--- src/rtl/ef_i2s_tx_pkg.sv ---
// Shared constants for the I2S transmitter: slot width, channel and format encodings,
// and the helper that MSB-aligns a right-aligned sample into a 32-bit slot word.
package ef_i2s_tx_pkg;

    localparam int SLOT_BITS = 32;

    localparam logic [1:0] CH_NONE   = 2'b00;
    localparam logic [1:0] CH_RIGHT  = 2'b01;
    localparam logic [1:0] CH_LEFT   = 2'b10;
    localparam logic [1:0] CH_STEREO = 2'b11;

    typedef enum logic {
        FMT_I2S = 1'b0,
        FMT_LJ  = 1'b1
    } fmt_e;

    // Size 0 (and anything above 32) means a full 32-bit sample, i.e. no shift.
    function automatic logic [SLOT_BITS-1:0] msb_align(input logic [SLOT_BITS-1:0] data,
                                                       input logic [5:0]           size);
        logic [5:0] shamt;
        shamt = (size == 6'd0 || size >= 6'd32) ? 6'd0 : 6'd32 - size;
        return data << shamt;
    endfunction

endpackage

--- src/rtl/ef_i2s_tx_fifo.sv ---
// Show-ahead 32-bit FIFO, depth 2**AW; head word valid whenever empty is low.
// Level/flags are registered (one cycle after push/pop); pushes while full are dropped.
module ef_i2s_tx_fifo #(
    parameter int AW = 4
) (
    input  logic          clk,
    input  logic          rst,
    input  logic          wr,
    input  logic [31:0]   wdata,
    input  logic          rd,
    output logic [31:0]   rdata,
    input  logic [AW:0]   threshold,
    output logic [AW:0]   level,
    output logic          full,
    output logic          empty,
    output logic          below
);

    localparam int DEPTH = 2 ** AW;

    logic [31:0]   mem [DEPTH];
    logic [AW-1:0] wptr;
    logic [AW-1:0] rptr;
    logic          push;
    logic          pop;
    logic [AW:0]   level_nxt;

    always_comb begin
        push      = wr && !full;
        pop       = rd && !empty;
        level_nxt = level + {{AW{1'b0}}, push} - {{AW{1'b0}}, pop};
    end

    assign rdata = mem[rptr];

    always_ff @(posedge clk) begin
        if (push) begin
            mem[wptr] <= wdata;
        end
    end

    always_ff @(posedge clk) begin
        if (rst) begin
            wptr  <= '0;
            rptr  <= '0;
            level <= '0;
            full  <= 1'b0;
            empty <= 1'b1;
            below <= (threshold != '0);
        end else begin
            if (push) begin
                wptr <= wptr + 1'b1;
            end
            if (pop) begin
                rptr <= rptr + 1'b1;
            end
            level <= level_nxt;
            full  <= (level_nxt == (AW+1)'(DEPTH));
            empty <= (level_nxt == '0);
            below <= (level_nxt < threshold);
        end
    end

endmodule

--- src/rtl/ef_i2s_tx.sv ---
// I2S / left-justified master transmitter: SCK/WS generation, per-slot FIFO pop, MSB-first shift out.
// Underflow fill is zero, or the last popped word when EF_I2S_TX_HOLD_LAST_EN is defined.
module ef_i2s_tx #(
    parameter int AW = 4
) (
    input  logic          clk,
    input  logic          rst,
    output logic          ws,
    output logic          sck,
    output logic          sdo,
    input  logic          fifo_wr,
    input  logic [31:0]   fifo_wdata,
    input  logic [AW:0]   fifo_level_threshold,
    output logic          fifo_full,
    output logic          fifo_empty,
    output logic [AW:0]   fifo_level,
    output logic          fifo_level_below,
    output logic          underflow,
    input  logic          underflow_clr,
    input  logic          left_justified,
    input  logic [5:0]    sample_size,
    input  logic [7:0]    sck_prescaler,
    input  logic [1:0]    channels,
    input  logic          en
);
    import ef_i2s_tx_pkg::*;

    localparam int CTR_W = $clog2(SLOT_BITS);

    logic [7:0]           presc;
    logic [CTR_W-1:0]     bit_ctr;
    logic [SLOT_BITS-1:0] sr;
    logic                 lj_q;
    fmt_e                 fmt_q;

    logic                 fall;
    logic                 boundary;
    logic                 ws_next;
    logic                 slot_en;
    logic                 do_pop;
    logic                 starve;
    fmt_e                 fmt_now;
    logic                 lj_bit;
    logic [31:0]          fifo_rdata;
    logic [31:0]          fill_word;
    logic [31:0]          raw_word;
    logic [SLOT_BITS-1:0] load_word;

    ef_i2s_tx_fifo #(.AW(AW)) u_fifo (
        .clk       (clk),
        .rst       (rst),
        .wr        (fifo_wr),
        .wdata     (fifo_wdata),
        .rd        (do_pop),
        .rdata     (fifo_rdata),
        .threshold (fifo_level_threshold),
        .level     (fifo_level),
        .full      (fifo_full),
        .empty     (fifo_empty),
        .below     (fifo_level_below)
    );

`ifdef EF_I2S_TX_HOLD_LAST_EN
    logic [31:0] hold_q;

    always_ff @(posedge clk) begin
        if (rst) begin
            hold_q <= '0;
        end else if (do_pop) begin
            hold_q <= fifo_rdata;
        end
    end

    assign fill_word = hold_q;
`else
    assign fill_word = '0;
`endif

    // Slot configuration (channels, size, format) is only consulted at a boundary.
    always_comb begin
        fall     = en && (presc == 8'd0) && sck;
        boundary = fall && (bit_ctr == '0);
        ws_next  = ~ws;
        slot_en  = ws_next ? ((channels & CH_RIGHT) != CH_NONE)
                           : ((channels & CH_LEFT)  != CH_NONE);
        do_pop   = boundary && slot_en && !fifo_empty;
        starve   = boundary && slot_en && fifo_empty;
        raw_word = '0;
        if (slot_en) begin
            raw_word = fifo_empty ? fill_word : fifo_rdata;
        end
        load_word = msb_align(raw_word, sample_size);
        lj_bit    = boundary ? load_word[SLOT_BITS-1] : sr[SLOT_BITS-2];
        fmt_now   = boundary ? fmt_e'(left_justified) : fmt_q;
    end

    always_ff @(posedge clk) begin
        if (rst) begin
            presc     <= 8'd0;
            sck       <= 1'b0;
            ws        <= 1'b1;
            bit_ctr   <= '0;
            sr        <= '0;
            sdo       <= 1'b0;
            lj_q      <= 1'b0;
            fmt_q     <= FMT_I2S;
            underflow <= 1'b0;
        end else begin
            if (en) begin
                if (presc == 8'd0) begin
                    presc <= sck_prescaler;
                    sck   <= ~sck;
                end else begin
                    presc <= presc - 8'd1;
                end
            end
            // I2S takes the left-justified stream one SCK period late via lj_q.
            if (fall) begin
                bit_ctr <= bit_ctr + 1'b1;
                lj_q    <= lj_bit;
                sdo     <= (fmt_now == FMT_LJ) ? lj_bit : lj_q;
                if (boundary) begin
                    ws    <= ws_next;
                    sr    <= load_word;
                    fmt_q <= fmt_e'(left_justified);
                end else begin
                    sr <= sr << 1;
                end
            end
            if (starve) begin
                underflow <= 1'b1;
            end else if (underflow_clr) begin
                underflow <= 1'b0;
            end
        end
    end

endmodule
--- config.mk ---
export PLATFORM = sky130hd
export DESIGN_NAME = ef_i2s_tx
export DESIGN_NICKNAME = d
export VERILOG_FILES = /design/src/rtl/ef_i2s_tx_pkg.sv /design/src/rtl/ef_i2s_tx_fifo.sv /design/src/rtl/ef_i2s_tx.sv
export SDC_FILE = /design/constraint.sdc
export NUM_CORES = 1
export LEC_CHECK = 0
export ABC_AREA = 1
export BUFFER_PORTS_ARGS = -buffer_cell sky130_fd_sc_hd__buf_2
export CAP_MARGIN = 0
export CORE_MARGIN = 1.5
export CORE_UTILIZATION = 45
export DETAILED_ROUTE_END_ITERATION = 8
export PLACE_DENSITY_LB_ADDON = 0.3
export SYNTH_ARGS = -nofsm -noshare
export SYNTH_HDL_FRONTEND = slang
export SYNTH_SLANG_ARGS = --single-unit
--- constraint.sdc ---
create_clock -name clk -period 4.8 [get_ports clk]
set_input_delay 1.2 -clock clk [delete_from_list [all_inputs] [get_ports clk]]
set_output_delay 1.2 -clock clk [all_outputs]
set_load 0.1 [all_outputs]
### After elaboration in Yosys (flattened, before gate mapping)

Memory sizes are Yosys's and may differ from the RTL's. A register that Yosys moved wholly into a read port is not among the register bits.
Cells that the tools add are included.

| operators by class | value |
|---|---|
| add/sub/neg operators | 7 |
| $lt $le $gt $ge | 2 |
| equal/unequal tests | 1 |
| shift-type cells | 1 |
| muxes and demuxes | 16 |
| bitwise operators | 2 |
| reductions and logical operators | 19 |

Operator list:

| kind | count |
|---|---|
| $mux W32 | 2 |
| $shl A32 B6 Y32 | 1 |
| $mux W31 | 1 |
| $logic_not A5 Y1 | 2 |
| $mux W1 | 9 |
| $add A4 B1 Y4 const B | 2 |
| $logic_and A1 B1 Y1 | 8 |
| $logic_not A8 Y1 | 1 |
| $mux W4 | 2 |
| $mux W8 | 1 |
| $sub A8 B1 Y8 const B | 1 |
| $ge A6 B6 Y1 const B | 1 |
| $logic_not A6 Y1 | 1 |
| $mux W6 | 1 |
| $sub A6 B6 Y6 const A | 1 |
| $add A5 B1 Y5 | 1 |
| $add A5 B1 Y5 const B | 1 |
| $eq A5 B5 Y1 const B | 1 |
| $lt A5 B5 Y1 | 1 |
| $reduce_bool A5 Y1 | 1 |
| $sub A5 B1 Y5 | 1 |
| $reduce_and A2 Y1 | 2 |
| $logic_not A1 Y1 | 2 |
| $not A1 Y1 | 2 |
| 2 further kinds | 2 |

| word-level totals | value |
|---|---|
| register bits | 66 |
| bits in writable memories | 512 |
| input bits | 59 |
| output and inout bits | 12 |
| logic and storage cells | 64 |
| memories | 1 |

Memory list:

| name | depth | width | rd ports | clocked after Yosys merged registers in | write ports | line | text |
|---|---|---|---|---|---|---|---|
| u_fifo.mem | 16 | 32 | 1 | 1 | 1 | ef_i2s_tx_fifo.sv:21 | `logic [31:0] mem [DEPTH];` |

### Depth between registers and ports, before layout

| depth | value |
|---|---|
| depth in word-level cells | 10 |
| mapped depth | 23 |
| mapped depth without buffers | 23 |

### By module

A second synthesis with hierarchy kept.

| second synthesis, totals | value |
|---|---|
| cell total of the unflattened synthesis | 2,974 |
| area total of the unflattened synthesis | 27,501.4 um^2 |

Modules (own cells, without submodules):

| module | times used | cells each | area each (um^2) | seq. area each (um^2) |
|---|---|---|---|---|
| ef_i2s_tx_fifo | 1 | 2,228 | 23,092.1 | 15,775.1 |
| ef_i2s_tx | 1 | 746 | 4,409.2 | 1,001.0 |

### Least setup slack after synthesis

Ideal clock, no wire load.

| timing path | value |
|---|---|
| path type | input to register |
| from | in en |
| to | reg u_fifo.below |
| library setup time | 0.087 ns |
| data arrival time | 4.086 ns |
| required time | 4.713 ns |
| setup slack | 0.627 ns |
| stages on the path | 21 |
| buffers on the path | 1 |
| cells stage by stage | buf_2 inv_1 nor2_4 inv_2 nor2_8 inv_2 nor2_8 inv_2 nor2_4 ha_1 inv_1 ha_1 fa_1 nand3_1 nand2_1 xor2_1 inv_1 ha_1 a21oi_1 o21ai_0 o31ai_1 |

| between the ends | value |
|---|---|
| word-level cells in the longest chain between the ends | 9 |

RTL lines:

| what | line | text |
|---|---|---|
| start: declaration | ef_i2s_tx.sv:24 | `input logic en` |
| $logic_and A1 B1 Y1 (2 in series) | ef_i2s_tx.sv:81 | `fall = en && (presc == 8'd0) && sck;` |
| $logic_and A1 B1 Y1 | ef_i2s_tx.sv:82 | `boundary = fall && (bit_ctr == '0);` |
| $logic_and A1 B1 Y1 (2 in series) | ef_i2s_tx.sv:86 | `do_pop = boundary && slot_en && !fifo_empty;` |
| $logic_and A1 B1 Y1 | ef_i2s_tx_fifo.sv:30 | `pop = rd && !empty;` |
| named net u_fifo.pop | ef_i2s_tx_fifo.sv:25 | `logic pop;` |
| $sub A5 B1 Y5 | ef_i2s_tx_fifo.sv:31 | `level_nxt = level + {{AW{1'b0}}, push} - {{AW{1'b0}}, pop};` |
| named net u_fifo.level_nxt[4] | ef_i2s_tx_fifo.sv:26 | `logic [AW:0] level_nxt;` |
| $lt A5 B5 Y1 | ef_i2s_tx_fifo.sv:60 | `below <= (level_nxt < threshold);` |
| $mux W1 | ef_i2s_tx_fifo.sv:43 | `if (rst) begin` |
| end signal: assignment | ef_i2s_tx_fifo.sv:49 | `below <= (threshold != '0);` |
| end signal: assignment | ef_i2s_tx_fifo.sv:60 |  |
| end: declaration | ef_i2s_tx_fifo.sv:16 | `output logic below` |

The timed path passes the listed nets, and every way through them passes these cells.
A chain may end at the register's enable or synchronous reset.

### Worst setup path after layout

Same ends and word-level chain as after synthesis.

==> impl_metrics.ini <==
[status]
outcome = finished, final reports clean

[route]
drtAntennaViolNets = 0
wl_per_cell_um = 19.4
wirelength_um = 66500
drcViolationCount = 0
viasPerCell = 5.44
firstDrtPassIters = 6
vias = 18600
drtIter0Drc = 1780

[timing]
fin_worst_skew_ns = 0.0237
hold_viol = 0
min_period_ns = 3.92
worst_pin_slew_ns = 1.14
rsz0062_at_grt = false
holdWs_ns = 0.452
setup_viol_count_final = 0
fmax_mhz = 255
period_share_pct = 81.6
max-slew-margin-rel_pct = 24.1
drv_slew = 0
fin_tns_setup_ns = 0

[cts]
htreeDepth = 2
numCtsBuffers = 60
insertion_delay_ns = 0.62
clock_path_buffers = 3
ctsResizeCount = 0
cts_sinks = 582
clkTransAtPathRegs_ns = 0.06
cts_tree = yes
cts.root.buffer_cell = clkbuf_16
post-cts-setup-buffer-count = 0
ctsHoldBuffers = 0

[synthesis]
synth-edff-count = 512
synth.most_common_cell = nand2_1
synthTopCellsByArea = edfxtp_1 (59%), nand2_1 (9.1%), nand3_1 (8.5%), dfxtp_1 (5.4%), nor2_1 (3.5%)
synth-async-reset-ratio_pct = 0
synth-seq-cells = 582
syn_inst = 2599
synth_ff_type = edfxtp_1
ys_types = 44
synth_seq_area_share_pct = 64.5
yosysTopAreaCellShare_pct = 59.1
yosys.area.top_type = edfxtp_1
netlist_area_um2 = 26000
yosys_warnings = 0
syn-num-nets = 2678
yosys-top-cells-count = nand2_1 (629), edfxtp_1 (512), nand3_1 (441)
avgSynthCellArea_um2 = 10.0

[placement]
hpwlAfterDp_um = 36500
place_area_um2 = 27100
routabilityCongestion = 0.917
place_inst = 3315
port_buffers = 70

[worst_hold_path]
hold_start = lj_q$_SDFFE_PP0P_
holdPathStages = 2
holdCritPathClass = flip-flop to flip-flop
worstHoldEndpoint = lj_q$_SDFFE_PP0P_

[global_route]
grt_use_total_pct = 22.3
grt_start_max_net_pins = 202
antenna_found_initial = 6
grt_pass1_vias = 18000
grt_pass1_wl_um = 102000
grt_overflow = 0

[critical_path]
reg2reg_depth = 23
r2r_end = u_fifo.below$_DFF_P_
criticalPathCategory = primary input to flip-flop
r2r_start = presc[3]$_SDFFE_PP0P_
crit_fanout = 9
path_cells = buf_2, inv_1, nor2_4, inv_2, nor2_8, inv_2, nor2_8, inv_2, nor2_4, ha_1, inv_1, ha_1, fa_1, nand3_1, nand2_1, xor2_1, inv_1, ha_1, a21oi_1, o21ai_0, o31ai_1
arrival_ns = 4.43
cp_slowest_cell = fa_1
r2r_slack_ns = 1.11
max_stage_delay_ns = 0.44
worst_setup_path_end_kind = flip-flop
critPathRequiredTime_ns = 5.32
cp-start-kind = primary input
path_buf_inv = 7
path_delay_family = adder cells

[die]
die_area_um2 = 59300
die_x_um = 243
core.rowCount = 87
initial_utilization_pct = 45.9
ioPinCount = 71
die_y_um = 243
core_um2 = 56700

[layout]
design_area_um2 = 29100
area.growth.synth_to_final_pct = 11.7
nNetsFinal = 2700
instances_no_fill = 3428
drive_above_1_share_pct = 8.88
final_util_pct = 51.3

[power]
power_density_nw_per_um2 = 423
switchingPower_w = 0.00330
sw_frac_of_total_pct = 26.8
p_comb_share_pct = 14.3
internal_power_w = 0.00900
power_frac_clock_pct = 38.2
ir_worst_vdd_mv = 0.306
seqPwrFrac_pct = 47.5
p_leak_nw = 11.1

[run]
maxCapViolCount = 0
==> power by group through the flow <==
| stage | Clock, W | Sequential (W) | Combinational [W] |
|---|---|---|---|
| 2_1_floorplan | 0 | 0.00614 | 0.00103 |
| 3_3_place_gp | 0 | 0.00594 | 0.00173 |
| 3_5_place_dp | 0 | 0.00595 | 0.00175 |
| 4_1_cts | 0.00478 | 0.00584 | 0.00176 |
| 5_1_grt | 0.00498 | 0.00586 | 0.00195 |
| 6_report | 0.00471 | 0.00584 | 0.00176 |
==> routing by layer <==
layer  track usage (%)  vias up  wire length, um
met4              6.25        8             1590
li1                  -     8954                -
met1              29.4     8971            28700
met2              38.2      584            32400
met3              3.24      116             3690
met5                 0        -               53
==> layout make-up <==
class                      count  area (um2)
sequential                   582       16800
tap                          756         946
antenna                        2        5.00
clock buffer                  77        1690
fill                        4981       27600
timing repair buffer         113         761
inverter                     189         728
clock inverter                34         315
multi-input combinational   1675        7840
==> registers in the layout, indices dropped and copies added, names as in the netlist, named ones only <==
register	flops
fmt_q	1
ws	1
sdo	1
sr	31
presc	8
u_fifo.level	5
u_fifo.wptr	4
u_fifo.empty	1
u_fifo.full	1
u_fifo.mem	512
bit_ctr	5
lj_q	1
u_fifo.below	1
sck	1
u_fifo.rptr	4
underflow	1
==> layout by cell type (no fill, tap or decap), types with 10 or more instances in the layout <==
master	n
clkbuf_16	64
o21ai_0	150
buf_2	70
nor2_4	19
nor2_1	228
a21oi_1	82
clkinv_1	18
edfxtp_1	512
o21ai_1	10
nand2_1	629
buf_4	36
o211ai_1	44
dfxtp_1	66
ha_1	19
nand3_1	441
inv_1	179
==> logic make-up after synthesis <==
kind of cell	after synthesis	synth area share [%]
simple gates	1347	22.0
xor+xnor	4	0.135
buf+inv	342	5.89
flops	582	64.5
compound gates	304	6.46
fa+ha+maj	20	0.991
==> stage by stage <==
stage | setup slack, ns | total power, W
floorplan | 0.627 | 0.00717
global placement | 0.372 | 0.00766
detailed placement | 0.299 | 0.00770
CTS | 0.911 | 0.0124
global route | 0.622 | 0.0128
finish | 0.883 | 0.0123
==> worst reg2reg max path, cell delays in order, from the launching register on <==
cell	delay [ns]
dfxtp_1	0.35
nor2_1	0.13
nand2_1	0.09
inv_2	0.08
nand3_4	0.11
nor2_4	0.16
inv_2	0.09
nor2_8	0.09
inv_2	0.06
nor2_8	0.10
inv_2	0.10
nor2_4	0.18
ha_1	0.15
inv_1	0.04
ha_1	0.20
fa_1	0.44
nand3_1	0.09
nand2_1	0.06
xor2_1	0.23
inv_1	0.09
ha_1	0.32
a21oi_1	0.15
o21ai_0	0.09
o31ai_1	0.21
==> how the worst max path moves through the flow <==
stage / cells past startpoint / slack (ns) / endpoint / start
after floorplan: 21 / 0.63 / u_fifo.below$_DFF_P_ / en
after global placement: 21 / 0.37 / u_fifo.below$_DFF_P_ / en
after detailed placement: 21 / 0.30 / u_fifo.below$_DFF_P_ / en
after CTS: 21 / 0.91 / u_fifo.below$_DFF_P_ / en
after global routing: 21 / 0.62 / u_fifo.below$_DFF_P_ / en
final: 21 / 0.88 / u_fifo.below$_DFF_P_ / en
Note: power is estimated with default switching activity, not from simulation.
